### config.mk
export PLATFORM = sky130hd
export DESIGN_NAME = seg_display_scan
export DESIGN_NICKNAME = d
export VERILOG_FILES = /design/src/rtl/seg_pkg.sv /design/src/rtl/seg_hex_decode.sv /design/src/rtl/seg_display_scan.sv
export SDC_FILE = /design/constraint.sdc
export NUM_CORES = 1
export LEC_CHECK = 0
export CORE_MARGIN = 1
export CORE_UTILIZATION = 50
export DETAILED_ROUTE_END_ITERATION = 12
export PLACE_DENSITY = 0.75
export SLEW_MARGIN = 10
export SYNTH_ARGS = -nofsm -noshare
export SYNTH_HDL_FRONTEND = slang
export SYNTH_SLANG_ARGS = --single-unit
### constraint.sdc
create_clock -name CLK -period 6.1 [get_ports CLK]
set_clock_uncertainty 0.15 [all_clocks]
set_input_delay 1.525 -clock CLK [delete_from_list [all_inputs] [get_ports CLK]]
set_output_delay 1.525 -clock CLK [all_outputs]
set_load 0.005 [all_outputs]
### src/rtl/seg_pkg.sv
// Shared constants for the seven-segment scan block: hex glyph table, idle
// output levels and default timing parameters.
package seg_pkg;

  localparam int unsigned TICK_DIV_DEFAULT     = 100000;
  localparam int unsigned DEAD_CYC_DEFAULT     = 4;
  localparam int unsigned BLINK_FRAMES_DEFAULT = 63;

  localparam logic [7:0] SEG_OFF = 8'hFF;
  localparam logic [7:0] AN_OFF  = 8'hFF;

  // Active-low g..a glyphs, entry n at index n.
  localparam logic [15:0][6:0] HEX_SEG = {
    7'h0E,  // F
    7'h06,  // E
    7'h21,  // d
    7'h46,  // C
    7'h03,  // b
    7'h08,  // A
    7'h10,  // 9
    7'h00,  // 8
    7'h78,  // 7
    7'h02,  // 6
    7'h12,  // 5
    7'h19,  // 4
    7'h30,  // 3
    7'h24,  // 2
    7'h79,  // 1
    7'h40   // 0
  };

endpackage

### src/rtl/seg_hex_decode.sv
// Combinational hex nibble to active-low seven-segment glyph.
module seg_hex_decode
  import seg_pkg::*;
(
  input  logic [3:0] nibble,
  output logic [6:0] seg
);

  assign seg = HEX_SEG[nibble];

endmodule

### src/rtl/seg_display_scan.sv
// Eight-digit multiplexed seven-segment scanner with dead-time anti-ghosting,
// per-digit blank/blink/dp and frame-synchronous double-buffered content.
module seg_display_scan
  import seg_pkg::*;
#(
  parameter int unsigned TICK_DIV     = TICK_DIV_DEFAULT,
  parameter int unsigned DEAD_CYC     = DEAD_CYC_DEFAULT,
  parameter int unsigned BLINK_FRAMES = BLINK_FRAMES_DEFAULT
) (
  input  logic        CLK,
  input  logic        RESET,
  input  logic        load,
  input  logic [31:0] digit_data,
  input  logic [7:0]  blank_mask,
  input  logic [7:0]  blink_mask,
  input  logic [7:0]  dp_mask,
  output logic [7:0]  AN,
  output logic [7:0]  SEG,
  output logic        pending,
  output logic        applied
);

  localparam int unsigned CntW = (TICK_DIV > 1) ? $clog2(TICK_DIV) : 1;
  localparam int unsigned FrmW = $clog2(BLINK_FRAMES + 1);

  localparam logic [CntW-1:0] SlotLast = CntW'(TICK_DIV - 1);
  localparam logic [CntW-1:0] DeadEnd  = CntW'(DEAD_CYC);
  localparam logic [FrmW-1:0] FrmLast  = FrmW'(BLINK_FRAMES - 1);

  // Scan state
  logic [CntW-1:0] slot_q, slot_d;
  logic [2:0]      idx_q, idx_d;
  logic [FrmW-1:0] frame_q, frame_d;
  logic            blink_q, blink_d;

  // Double-buffered content
  logic [31:0] sh_data_q, act_data_q;
  logic [7:0]  sh_blank_q, act_blank_q;
  logic [7:0]  sh_blink_q, act_blink_q;
  logic [7:0]  sh_dp_q, act_dp_q;
  logic        pending_q, pending_d;
  logic        applied_q, applied_d;

  // Registered outputs
  logic [7:0] an_q, an_d;
  logic [7:0] seg_q, seg_d;

  logic       slot_end;
  logic       frame_end;
  logic       swap;
  logic       dead;
  logic       lit;
  logic [3:0] nibble;
  logic [6:0] hex_seg;

  seg_hex_decode u_hex (
    .nibble (nibble),
    .seg    (hex_seg)
  );

  always_comb begin
    slot_end  = (slot_q == SlotLast);
    frame_end = slot_end && (idx_q == 3'd7);
    swap      = frame_end && pending_q;

    slot_d = slot_end ? '0 : slot_q + 1'b1;
    idx_d  = slot_end ? idx_q + 3'd1 : idx_q;

    frame_d = frame_q;
    blink_d = blink_q;
    if (frame_end) begin
      if (frame_q == FrmLast) begin
        frame_d = '0;
        blink_d = ~blink_q;
      end else begin
        frame_d = frame_q + 1'b1;
      end
    end

    // A load on the boundary cycle refills the shadow after it is consumed.
    pending_d = pending_q;
    if (load) begin
      pending_d = 1'b1;
    end else if (frame_end) begin
      pending_d = 1'b0;
    end
    applied_d = swap;
  end

  always_comb begin
    dead   = (slot_q < DeadEnd);
    nibble = act_data_q[{idx_q, 2'b00} +: 4];
    lit    = !dead && !act_blank_q[idx_q] && !(act_blink_q[idx_q] && blink_q);
    an_d   = AN_OFF;
    seg_d  = SEG_OFF;
    if (lit) begin
      an_d  = ~(8'd1 << idx_q);
      seg_d = {~act_dp_q[idx_q], hex_seg};
    end
  end

  always_ff @(posedge CLK or posedge RESET) begin
    if (RESET) begin
      slot_q    <= '0;
      idx_q     <= '0;
      frame_q   <= '0;
      blink_q   <= 1'b0;
      pending_q <= 1'b0;
      applied_q <= 1'b0;
      an_q      <= AN_OFF;
      seg_q     <= SEG_OFF;
    end else begin
      slot_q    <= slot_d;
      idx_q     <= idx_d;
      frame_q   <= frame_d;
      blink_q   <= blink_d;
      pending_q <= pending_d;
      applied_q <= applied_d;
      an_q      <= an_d;
      seg_q     <= seg_d;
    end
  end

  always_ff @(posedge CLK or posedge RESET) begin
    if (RESET) begin
      sh_data_q  <= '0;
      sh_blank_q <= '0;
      sh_blink_q <= '0;
      sh_dp_q    <= '0;
    end else if (load) begin
      sh_data_q  <= digit_data;
      sh_blank_q <= blank_mask;
      sh_blink_q <= blink_mask;
      sh_dp_q    <= dp_mask;
    end
  end

  // Active content only changes on the last cycle of a frame, so a frame is
  // always drawn from a single snapshot.
  always_ff @(posedge CLK or posedge RESET) begin
    if (RESET) begin
      act_data_q  <= '0;
      act_blank_q <= 8'hFF;
      act_blink_q <= '0;
      act_dp_q    <= '0;
    end else if (swap) begin
      act_data_q  <= sh_data_q;
      act_blank_q <= sh_blank_q;
      act_blink_q <= sh_blink_q;
      act_dp_q    <= sh_dp_q;
    end
  end

  assign AN      = an_q;
  assign SEG     = seg_q;
  assign pending = pending_q;
  assign applied = applied_q;

endmodule
==> results of run 1 <==
## stage by stage
stage | area [sq um] | setup WS, ns
detailed placement | 7740 | 2.62
floorplan | 6850 | 0.230
global route | 8350 | 2.43
global placement | 7740 | 2.67
finish | 8350 | 2.72
CTS | 8350 | 2.70
## layer usage
layer  routed length [um]  vias to the layer above  track usage
met5                    0                        -            0
met4                  238                        0       0.0862
met3                  481                       20       0.0450
met2                 5570                       95        0.287
met1                 5660                     1973        0.263
li1                     -                     1834            -
## power breakdown
part	total [W]	internal (W)	switching, W	leakage (nW)
Combinational	0.000106	0.0000663	0.0000398	1.53
Sequential	0.00110	0.00108	0.0000208	1.96
Clock	0.00108	0.000675	0.000402	0.296
Total	0.00228	0.00182	0.000462	3.79
## state kept, by name (all words and copies together), names as in the netlist, 6 cells and up
name / cells
act_data_q: 32
sh_data_q: 32
slot_q: 17
AN: 8
SEG: 8
act_blank_q: 8
act_blink_q: 8
act_dp_q: 8
sh_blank_q: 8
sh_blink_q: 8
sh_dp_q: 8
frame_q: 6
## cell type report
| cell class | instances | area (sq um) |
|---|---|---|
| fillers | 985 | 4940 |
| repair buffers | 79 | 778 |
| clock buffers | 22 | 474 |
| flip-flops and latches | 157 | 3960 |
| inverters | 10 | 42.5 |
| clock inverters | 10 | 138 |
| well taps | 176 | 220 |
| multi-input cells | 286 | 2740 |
## Yosys cell counts (3+ instances only)
master                     count  area share
sky130_fd_sc_hd__a21oi_1       4      0.0029
sky130_fd_sc_hd__and2_1        3      0.0027
sky130_fd_sc_hd__and3_1        5      0.0046
sky130_fd_sc_hd__buf_2         5      0.0037
sky130_fd_sc_hd__buf_6         4      0.0066
sky130_fd_sc_hd__clkbuf_1     10      0.0055
sky130_fd_sc_hd__dfrtp_1     133        0.49
sky130_fd_sc_hd__dfstp_2      24       0.092
sky130_fd_sc_hd__ha_1         15       0.027
sky130_fd_sc_hd__inv_1        10      0.0055
sky130_fd_sc_hd__mux2_2       85        0.14
sky130_fd_sc_hd__mux2_4       29       0.064
sky130_fd_sc_hd__mux2i_1       4      0.0058
sky130_fd_sc_hd__mux4_2       14       0.046
sky130_fd_sc_hd__nand2_1      33       0.018
sky130_fd_sc_hd__nand3_1      11      0.0080
sky130_fd_sc_hd__nor2_1       20       0.011
sky130_fd_sc_hd__nor3_1        3      0.0022
sky130_fd_sc_hd__nor4_1        4      0.0037
sky130_fd_sc_hd__o21ai_0      10      0.0073
sky130_fd_sc_hd__o221ai_1      3      0.0038
sky130_fd_sc_hd__xnor2_1      10       0.013
sky130_fd_sc_hd__xor2_1        6      0.0077
## worst register-to-register path, cell delays in order, from the launching register on
cell and delay, ns:
sky130_fd_sc_hd__dfrtp_1 0.41, sky130_fd_sc_hd__nor4_1 0.36, sky130_fd_sc_hd__nand2_1 0.18, sky130_fd_sc_hd__nor3_4 0.68
sky130_fd_sc_hd__nand3_4 0.82, sky130_fd_sc_hd__mux2_4 0.66
## final timing paths
check                      slack (ns)  cells past startpoint        from             end
setup / recovery                 2.72                      5  slot_q[11]   act_data_q[9]
hold / removal                   0.33                      1   slot_q[0]       slot_q[0]
setup reg to reg                 2.72                      5  slot_q[11]   act_data_q[9]
hold reg to reg                  0.33                      1   slot_q[0]       slot_q[0]
max in group asynchronous        3.16                      3       RESET  act_data_q[29]
min in group asynchronous        1.59                      2       RESET      slot_q[14]
## logic make-up after synthesis
family,count (synthesis),synth area share
AO/OA/AOI/OAI,30,0.0296
buffers and inverters,31,0.0228
multiplexers,132,0.255
adder cells (fa/ha/maj),15,0.0274
AND/OR/NAND/NOR,93,0.0665
XOR/XNOR,16,0.0205
flip-flops,157,0.578
==> Implementation_results.wiki, run 1 <==
{| class="wikitable"
! Metric !! Value
|-
| Horizontal die dimension || 119 um
|-
| Insertion delay of the later-clocked pin in the worst-skew pair || 0.42 ns
|-
| Post-route non-filler standard cell count || 740
|-
| Hold WS || 0.332 ns
|-
| Cell at the root of the clock tree || sky130_fd_sc_hd__clkbuf_16
|-
| Buffer levels on the longest clock path || 2
|-
| Static Leak || 3.79 nW
|-
| Crit path cell chain || nor4_1, nand2_1, nor3_4, nand3_4, mux2_4
|-
| Number of max-cap violations || 0
|-
| Clock sinks || 157
|-
| Clock tree from TritonCTS || done
|-
| Total power draw || 0.00228 W
|-
| Peak per-stage delay on the critical path || 0.82 ns
|-
| HPWL Detailed || 8.07 mm
|-
| Yosys cell types || 45
|-
| Post-synthesis cell count || 474
|-
| Average wire per cell in the routed design || 16.1 um
|-
| Sequential fraction of the synthesis area || 0.578
|-
| Layout overhead on the synthesized area || 22.0%
|-
| Power per cell area || 273 nW/um^2
|-
| Proportion of register bits with asynchronous set or reset after synthesis || 1.00
|-
| Number of detailed-routing iterations run before antenna repair || 4
|-
| RePlAce Congestion || 0.816
|-
| Maximum fanout along the worst path || 57
|-
| Largest net degree at the start of global routing || 123
|-
| Data arrival time of the critical path || 3.53 ns
|-
| Hold buffer count at cts || 0
|-
| CTS HTree Levels || 4
|-
| Antenna cells || 0
|-
| Result of the run || finished, final reports clean
|-
| Most used flip-flop cell after synthesis || sky130_fd_sc_hd__dfrtp_1
|-
| Kind of cell adding the most delay to the critical path || simple AND/OR/NAND/NOR gates
|-
| Crit end category || flop
|-
| Part of the cycle the worst path needs || 0.555
|-
| Register clock-pin slew on the reported worst setup and hold paths || 0.06 ns
|-
| Number of hold-slack violations in the final timing report || 0
|-
| Net total in the final layout || 625
|-
| Wire length of the first global-routing pass || 20.8 mm
|-
| Number of synthesis warnings || 0
|-
| Chip height || 119 um
|-
| DRC || 0
|-
| Total length of routed wires || 11.9 mm
|-
| Ratio of cells with drive above 1 in the final layout || 0.342
|-
| Achievable clock frequency || 296 MHz
|-
| Final core occ || 0.628
|-
| Most frequent cells in the layout || sky130_fd_sc_hd__dfrtp_1, sky130_fd_sc_hd__mux2_2, sky130_fd_sc_hd__clkdlybuf4s50_1
|-
| Setup crit start kind || flop
|-
| Number of enable-type register cells in the synthesized netlist || 0
|-
| Starting utilization of the core area || 0.515
|-
| Count of endpoints failing setup in the final report || 0
|-
| Worst Hold Class || reg2reg
|-
| Vias per inst || 5.30
|-
| Cell with the biggest individual delay on the critical path || sky130_fd_sc_hd__nand3_4
|-
| Initial antenna violation count || 0
|-
| Max IR drop VDD || 183 uV
|-
| Number of gates given a new drive strength after cts || 0
|-
| Measured slew at the worst slew-check pin || 1.09 ns
|-
| Total placed cells including tap cells || 708
|-
| Via count of the first global-routing pass || 4180
|-
| GRT Overall Usage || 0.191
|-
| Synthesized cell area || 6850 sq um
|-
| Area enclosed by the die boundary || 14200 sq um
|-
| Mean instance size in the synthesized netlist || 14.4 sq um
|-
| Number of pins exceeding their max-slew limit in the final report || 0
|-
| Setup repair after global routing missed its margin || false
|-
| Nets in the synthesized netlist || 548
|-
| Final critical delay including setup and external delays || 3.38 ns
|-
| Commonest non-fill, non-tap cell in the layout || sky130_fd_sc_hd__dfrtp_1
|-
| Post-CTS Setup Bufs || 0
|-
| Cell row count || 42
|-
| Global route overflow || 0
|-
| Post-route setup TNS || 0 ns
|-
| Number of synthesized register bits || 157
|-
| Critical path class || reg2reg
|-
| Data required time of the worst path || 6.24 ns
|-
| Via count || 3922
|-
| Slew HR || 0.256
|-
| Number of CTS-inserted buffers || 17
|-
| Number of DRC markers after the initial detailed-route iteration || 195
|-
| Crit path buf inv count || 0
|-
| Count of pins on the block boundary || 77
|-
| Area of the core region || 13300 sq um
|-
| Total of buffers placed on input and output ports || 76
|-
| Number of routed nets with antenna violations || 0
|}
Note: power is estimated with default switching activity, not from simulation.
==> run 2, diff against run 1 <==
- PLACE_DENSITY: 0.75 -> 0.72
- clock period: 6.1 -> 3.42 ns (I/O delays scaled with it)
==> run 2 against run 1 <==
Net effect:
- critical path depth increased by 5
- first-iteration DRC count increased by 29%
- setup slack got worse by 2.0 ns
- flip-flop and latch count unchanged
- hold slack got worse by 0.0018 ns
- global-route usage increased by 0.13 points
- largest cell class unchanged
==> Implementation_results.wiki, run 2 (synthesis gave the netlist of run 1 again) <==
{| class="wikitable"
! Metric !! Value
|-
| Most frequent cells in the layout || sky130_fd_sc_hd__dfrtp_1, sky130_fd_sc_hd__mux2_2, sky130_fd_sc_hd__clkdlybuf4s50_1
|-
| Top flop regs || act_data_q x32, sh_data_q x32, slot_q x17
|-
| Critical Path Start || idx_q[0]
|-
| Total of buffers placed on input and output ports || 76
|-
| Data required time of the worst path || 3.60 ns
|-
| Kind of cell adding the most delay to the critical path || flip-flops
|-
| Max IR drop VDD || 455 uV
|-
| Maximum fanout along the worst path || 9
|-
| Crit path buf inv count || 3
|-
| Via count of the first global-routing pass || 4060
|-
| Register clock-pin slew on the reported worst setup and hold paths || 0.06 ns
|-
| Wire length of the first global-routing pass || 20.7 mm
|-
| Cell at the root of the clock tree || sky130_fd_sc_hd__clkbuf_16
|-
| Number of gates given a new drive strength after cts || 0
|-
| Post-route setup TNS || 0 ns
|-
| Setup crit start kind || flop
|-
| Number of hold-slack violations in the final timing report || 0
|-
| Endpoint of the worst setup timing path || SEG[5]
|-
| Buffer levels on the longest clock path || 2
|-
| Layout overhead on the synthesized area || 23.2%
|-
| Cell with the biggest individual delay on the critical path || sky130_fd_sc_hd__dfrtp_1
|-
| Count of endpoints failing setup in the final report || 0
|-
| Antenna cells || 0
|-
| Area occupied by registers || 3960 sq um
|-
| Measured slew at the worst slew-check pin || 0.752 ns
|-
| Final critical delay including setup and external delays || 2.68 ns
|-
| Logic gate share of total power || 0.047
|-
| Number of DRC markers after the initial detailed-route iteration || 251
|-
| Reg-to-reg endpoint || SEG[5]
|-
| Chip height || 119 um
|-
| Cell row count || 42
|-
| Multi-input logic area || 2740 sq um
|-
| Number of detailed-routing iterations run before antenna repair || 4
|-
| Commonest non-fill, non-tap cell in the layout || sky130_fd_sc_hd__dfrtp_1
|-
| Number of routed nets with antenna violations || 0
|-
| Area of the core region || 13300 sq um
|-
| CTS HTree Levels || 4
|-
| Worst Reg2Reg Path Length in Cells || 10
|-
| Via count || 3978
|-
| Horizontal die dimension || 119 um
|-
| HPWL Detailed || 8.58 mm
|-
| Number of pins exceeding their max-slew limit in the final report || 0
|-
| Count of pins on the block boundary || 77
|-
| Worst Hold Class || reg2reg
|-
| Register-to-register path setup slack || 0.74 ns
|-
| Crit end category || flop
|-
| Net switching share of the total power || 0.215
|-
| Slew HR || 0.494
|-
| DRC || 0
|-
| Insertion delay of the later-clocked pin in the worst-skew pair || 0.43 ns
|-
| Clock network power share || 0.475
|-
| Net total in the final layout || 634
|-
| Data arrival time of the critical path || 2.86 ns
|-
| Clock tree from TritonCTS || done
|-
| Initial antenna violation count || 0
|-
| Static Leak || 3.84 nW
|-
| Critical Path Stages || 10
|-
| Post-CTS Setup Bufs || 0
|-
| Number of CTS-inserted buffers || 17
|-
| Switching power || 0.000883 W
|-
| Vias per inst || 5.31
|-
| Seq pwr share || 0.478
|-
| Peak per-stage delay on the critical path || 0.60 ns
|-
| Starting utilization of the core area || 0.515
|-
| Largest net degree at the start of global routing || 58
|-
| Total power draw || 0.00411 W
|-
| Result of the run || finished, final reports clean
|-
| Power per cell area || 487 nW/um^2
|-
| Ratio of cells with drive above 1 in the final layout || 0.356
|-
| Area enclosed by the die boundary || 14200 sq um
|-
| Achievable clock frequency || 373 MHz
|-
| Part of the cycle the worst path needs || 0.783
|-
| Hold buffer count at cts || 0
|-
| Critical path class || reg2reg
|-
| Total length of routed wires || 12.3 mm
|-
| Average wire per cell in the routed design || 16.4 um
|-
| Global route overflow || 0
|-
| Internal power consumption || 0.00323 W
|-
| Setup repair after global routing missed its margin || false
|-
| RePlAce Congestion || 0.803
|-
| Filler instances || 991
|-
| Beginning of the worst register-to-register path || idx_q[0]
|-
| Number of max-cap violations || 0
|-
| Clock sinks || 157
|-
| Crit path cell chain || buf_4, mux4_2, nand2_1, nand2_1, inv_1, ha_1, inv_1, nor2_1, a21oi_1, o221ai_1
|-
| GRT Overall Usage || 0.192
|}
## run 2: worst register-to-register path: stages (launching register included)
cell	delay, ns
sky130_fd_sc_hd__dfrtp_1	0.60
sky130_fd_sc_hd__buf_4	0.25
sky130_fd_sc_hd__mux4_2	0.53
sky130_fd_sc_hd__nand2_1	0.08
sky130_fd_sc_hd__nand2_1	0.14
sky130_fd_sc_hd__inv_1	0.15
sky130_fd_sc_hd__ha_1	0.23
sky130_fd_sc_hd__inv_1	0.06
sky130_fd_sc_hd__nor2_1	0.13
sky130_fd_sc_hd__a21oi_1	0.06
sky130_fd_sc_hd__o221ai_1	0.20
## run 2: per-stage QoR
step | util | std cells | setup WS (ns) | cell area, sq um | hold WS, ns
after floorplan | - | 474 | 0.448 | 6850 | 0.288
after global placement | 0.588 | 717 | 0.861 | 7820 | 0.307
after detailed placement | 0.588 | 717 | 0.770 | 7820 | 0.315
after CTS | 0.635 | 749 | 0.717 | 8440 | 0.328
after global routing | 0.635 | 749 | 0.469 | 8440 | 0.348
final | 0.635 | 749 | 0.742 | 8440 | 0.331
## run 2: metal layers
layer | part of all wire | track usage
met5 | 0 | 0
met4 | 0.015 | 0.0823
met3 | 0.035 | 0.0436
met2 | 0.48 | 0.294
met1 | 0.47 | 0.264
## run 2: worst min-delay path by stage
| stage | startpoint | end | cells after the start |
|---|---|---|---|
| global route | frame_q[5] | frame_q[5] | 1 |
| floorplan | frame_q[5] | frame_q[5] | 1 |
| global placement | frame_q[5] | frame_q[5] | 1 |
| finish | frame_q[5] | frame_q[5] | 1 |
| CTS | frame_q[5] | frame_q[5] | 1 |
| detailed placement | frame_q[5] | frame_q[5] | 1 |
## run 2: cell type report
type / count / area share
multi-input combinational: 286 / 0.325
timing repair buffer: 88 / 0.102
inverter: 10 / 0.00489
clock buffer: 18 / 0.0520
clock inverter: 14 / 0.0215
tap: 176 / 0.0261
sequential: 157 / 0.469
## run 2: power groups by stage
stage	sequential, W	combinational, W	clock [W]
after floorplan	0.00198	0.000108	0
after detailed placement	0.00200	0.000196	0
after global placement	0.00200	0.000189	0
after global routing	0.00197	0.000210	0.00208
after CTS	0.00197	0.000197	0.00200
final	0.00197	0.000191	0.00195
==> run 3, diff against run 2 <==
- PLACE_DENSITY: 0.72 -> 0.75
- clock period: 3.42 -> 2.41 ns (I/O delays scaled with it)
==> run 3 against run 2 <==
Net effect:
- total power grew 41%
- count of clock-buffer cells in the layout is 5 higher
- utilization up 0.75 points
- sequential power is 42% higher
- fmax is 15% higher
- register-to-register slack lost 0.66 ns
- clock power rose by 39%
==> Implementation_results.wiki, run 3 (synthesis gave the netlist of run 1 again) <==
{| class="wikitable"
! Metric !! Value
|-
| Post-route non-filler standard cell count || 758
|-
| Horizontal die dimension || 119 um
|-
| Area of the core region || 13300 sq um
|-
| Power per cell area || 678 nW/um^2
|-
| Setup repair after global routing missed its margin || false
|-
| Maximum fanout along the worst path || 10
|-
| Total length of routed wires || 12.8 mm
|-
| Clock tree from TritonCTS || done
|-
| Number of max-cap violations || 0
|-
| Most frequent cell on the critical path || sky130_fd_sc_hd__buf_4
|-
| Number of detailed-routing iterations run before antenna repair || 4
|-
| Via count || 4006
|-
| Via count of the first global-routing pass || 4197
|-
| Worst Hold Class || reg2reg
|-
| Part of the cycle the worst path needs || 0.967
|-
| Antenna cells || 0
|-
| HPWL Detailed || 8.79 mm
|-
| Vias per inst || 5.28
|-
| Hold buffer count at cts || 0
|-
| Beginning of the worst register-to-register path || idx_q[0]
|-
| Worst setup timing slack at the placement stage || -0.136 ns
|-
| Global route overflow || 0
|-
| Multi-input logic area || 2750 sq um
|-
| Measured slew at the worst slew-check pin || 0.740 ns
|-
| Hold-critical path depth || 1
|-
| Cell with the biggest individual delay on the critical path || sky130_fd_sc_hd__mux4_2
|-
| Total of buffers placed on input and output ports || 76
|-
| Reg-to-reg endpoint || SEG[1]
|-
| Static Leak || 3.90 nW
|-
| Initial antenna violation count || 0
|-
| Area enclosed by the die boundary || 14200 sq um
|-
| Register-to-register path setup slack || 0.08 ns
|-
| Net total in the final layout || 643
|-
| Slew HR || 0.502
|-
| Chip height || 119 um
|-
| Layout overhead on the synthesized area || 24.7%
|-
| Setup crit start kind || flop
|-
| CTS HTree Levels || 4
|-
| Final critical delay including setup and external delays || 2.33 ns
|-
| Number of CTS-inserted buffers || 17
|-
| Ratio of cells with drive above 1 in the final layout || 0.369
|-
| Count of pins on the block boundary || 77
|-
| Critical path class || reg2reg
|-
| Top flop regs || act_data_q x32, sh_data_q x32, slot_q x17
|-
| Min setup slack post-route || 0.0788 ns
|-
| Wire length of the first global-routing pass || 21.5 mm
|-
| Total placed cells including tap cells || 722
|-
| Achievable clock frequency || 429 MHz
|-
| Most frequent cells in the layout || sky130_fd_sc_hd__dfrtp_1, sky130_fd_sc_hd__mux2_2, sky130_fd_sc_hd__clkdlybuf4s50_1
|-
| RePlAce Congestion || 0.811
|-
| Clock sinks || 157
|-
| Register clock-pin slew on the reported worst setup and hold paths || 0.06 ns
|-
| Cell row count || 42
|-
| Number of pins exceeding their max-slew limit in the final report || 0
|-
| Destination of the worst hold path || frame_q[5]
|-
| Average wire per cell in the routed design || 16.8 um
|-
| Filler instances || 958
|-
| Result of the run || finished, final reports clean
|-
| Starting utilization of the core area || 0.515
|-
| Cell at the root of the clock tree || sky130_fd_sc_hd__clkbuf_16
|-
| GRT Overall Usage || 0.199
|-
| Buffer levels on the longest clock path || 2
|-
| Crit end category || flop
|-
| Largest net degree at the start of global routing || 104
|-
| Count of endpoints failing setup in the final report || 0
|-
| Number of DRC markers after the initial detailed-route iteration || 223
|-
| Crit path cell chain || buf_4, buf_4, mux4_2, a211o_1, a21oi_4, o221ai_1
|-
| Number of routed nets with antenna violations || 0
|-
| Data arrival time of the critical path || 2.49 ns
|-
| Start point of the worst min-delay path || frame_q[5]
|-
| Peak per-stage delay on the critical path || 0.52 ns
|-
| Max IR drop VDD || 477 uV
|-
| Commonest non-fill, non-tap cell in the layout || sky130_fd_sc_hd__dfrtp_1
|-
| Worst Reg2Reg Path Length in Cells || 6
|-
| Number of hold-slack violations in the final timing report || 0
|-
| Area occupied by registers || 3960 sq um
|-
| Insertion delay of the later-clocked pin in the worst-skew pair || 0.42 ns
|-
| Data required time of the worst path || 2.57 ns
|-
| DRC || 0
|}
[run 3: layout make-up]
cell class,count,share of cell area
Sequential cell,157,0.464
Multi-Input combinational cell,286,0.322
Timing Repair Buffer,97,0.113
Clock buffer,23,0.0548
Tap cell,176,0.0258
Clock inverter,9,0.0157
Inverter,10,0.00483
[run 3: worst max path at each step]
stage,from,end,slack [ns],cells past startpoint
after floorplan,RESET,act_blink_q[0],-0.31,1
after global routing,idx_q[0],SEG[6],0.005,6
after detailed placement,idx_q[0],SEG[5],-0.14,10
after CTS,idx_q[0],SEG[5],0.006,10
final,idx_q[0],SEG[1],0.08,6
after global placement,idx_q[0],SEG[3],0.06,8
[run 3: metal layers]
| metal | GRT usage | share of wire | vias up |
|---|---|---|---|
| met3 | 0.0517 | 0.043 | 10 |
| met5 | 0 | 0 | - |
| met4 | 0.0657 | 0.011 | 0 |
| li1 | - | - | 1870 |
| met1 | 0.272 | 0.46 | 2036 |
| met2 | 0.310 | 0.49 | 90 |
[run 3: repair_timing]
item,in CTS,in global routing
endpoints found under the setup margin,6,6
gates resized for setup,1,6
pin swaps,0,1
buffers inserted,4,0
[run 3: where the power goes]
group | switching [W] | internal (W) | leakage [nW]
sequential | 0.0000570 | 0.00273 | 1.96
combinational | 0.000104 | 0.000176 | 1.64
clock | 0.00103 | 0.00169 | 0.292
total | 0.00119 | 0.00460 | 3.90
[run 3: through the flow]
stage | util | power [W] | hold slack (ns) | cell area (sq um) | TNS [ns]
final | 0.642 | 0.00579 | 0.326 | 8540 | 0
after global routing | 0.642 | 0.00600 | 0.368 | 8540 | 0
after CTS | 0.641 | 0.00585 | 0.322 | 8530 | 0
after detailed placement | 0.594 | 0.00312 | 0.310 | 7900 | -0.255
after global placement | 0.594 | 0.00311 | 0.308 | 7900 | 0
after floorplan | - | 0.00296 | 0.288 | 6860 | -41.20
[run 3: critical path: cells and delay by family (launching register included)]
family          cells  cell delay [ns]
compound gates      3             0.88
buf+inv             2             0.27
flops               1             0.40
mux                 1             0.52
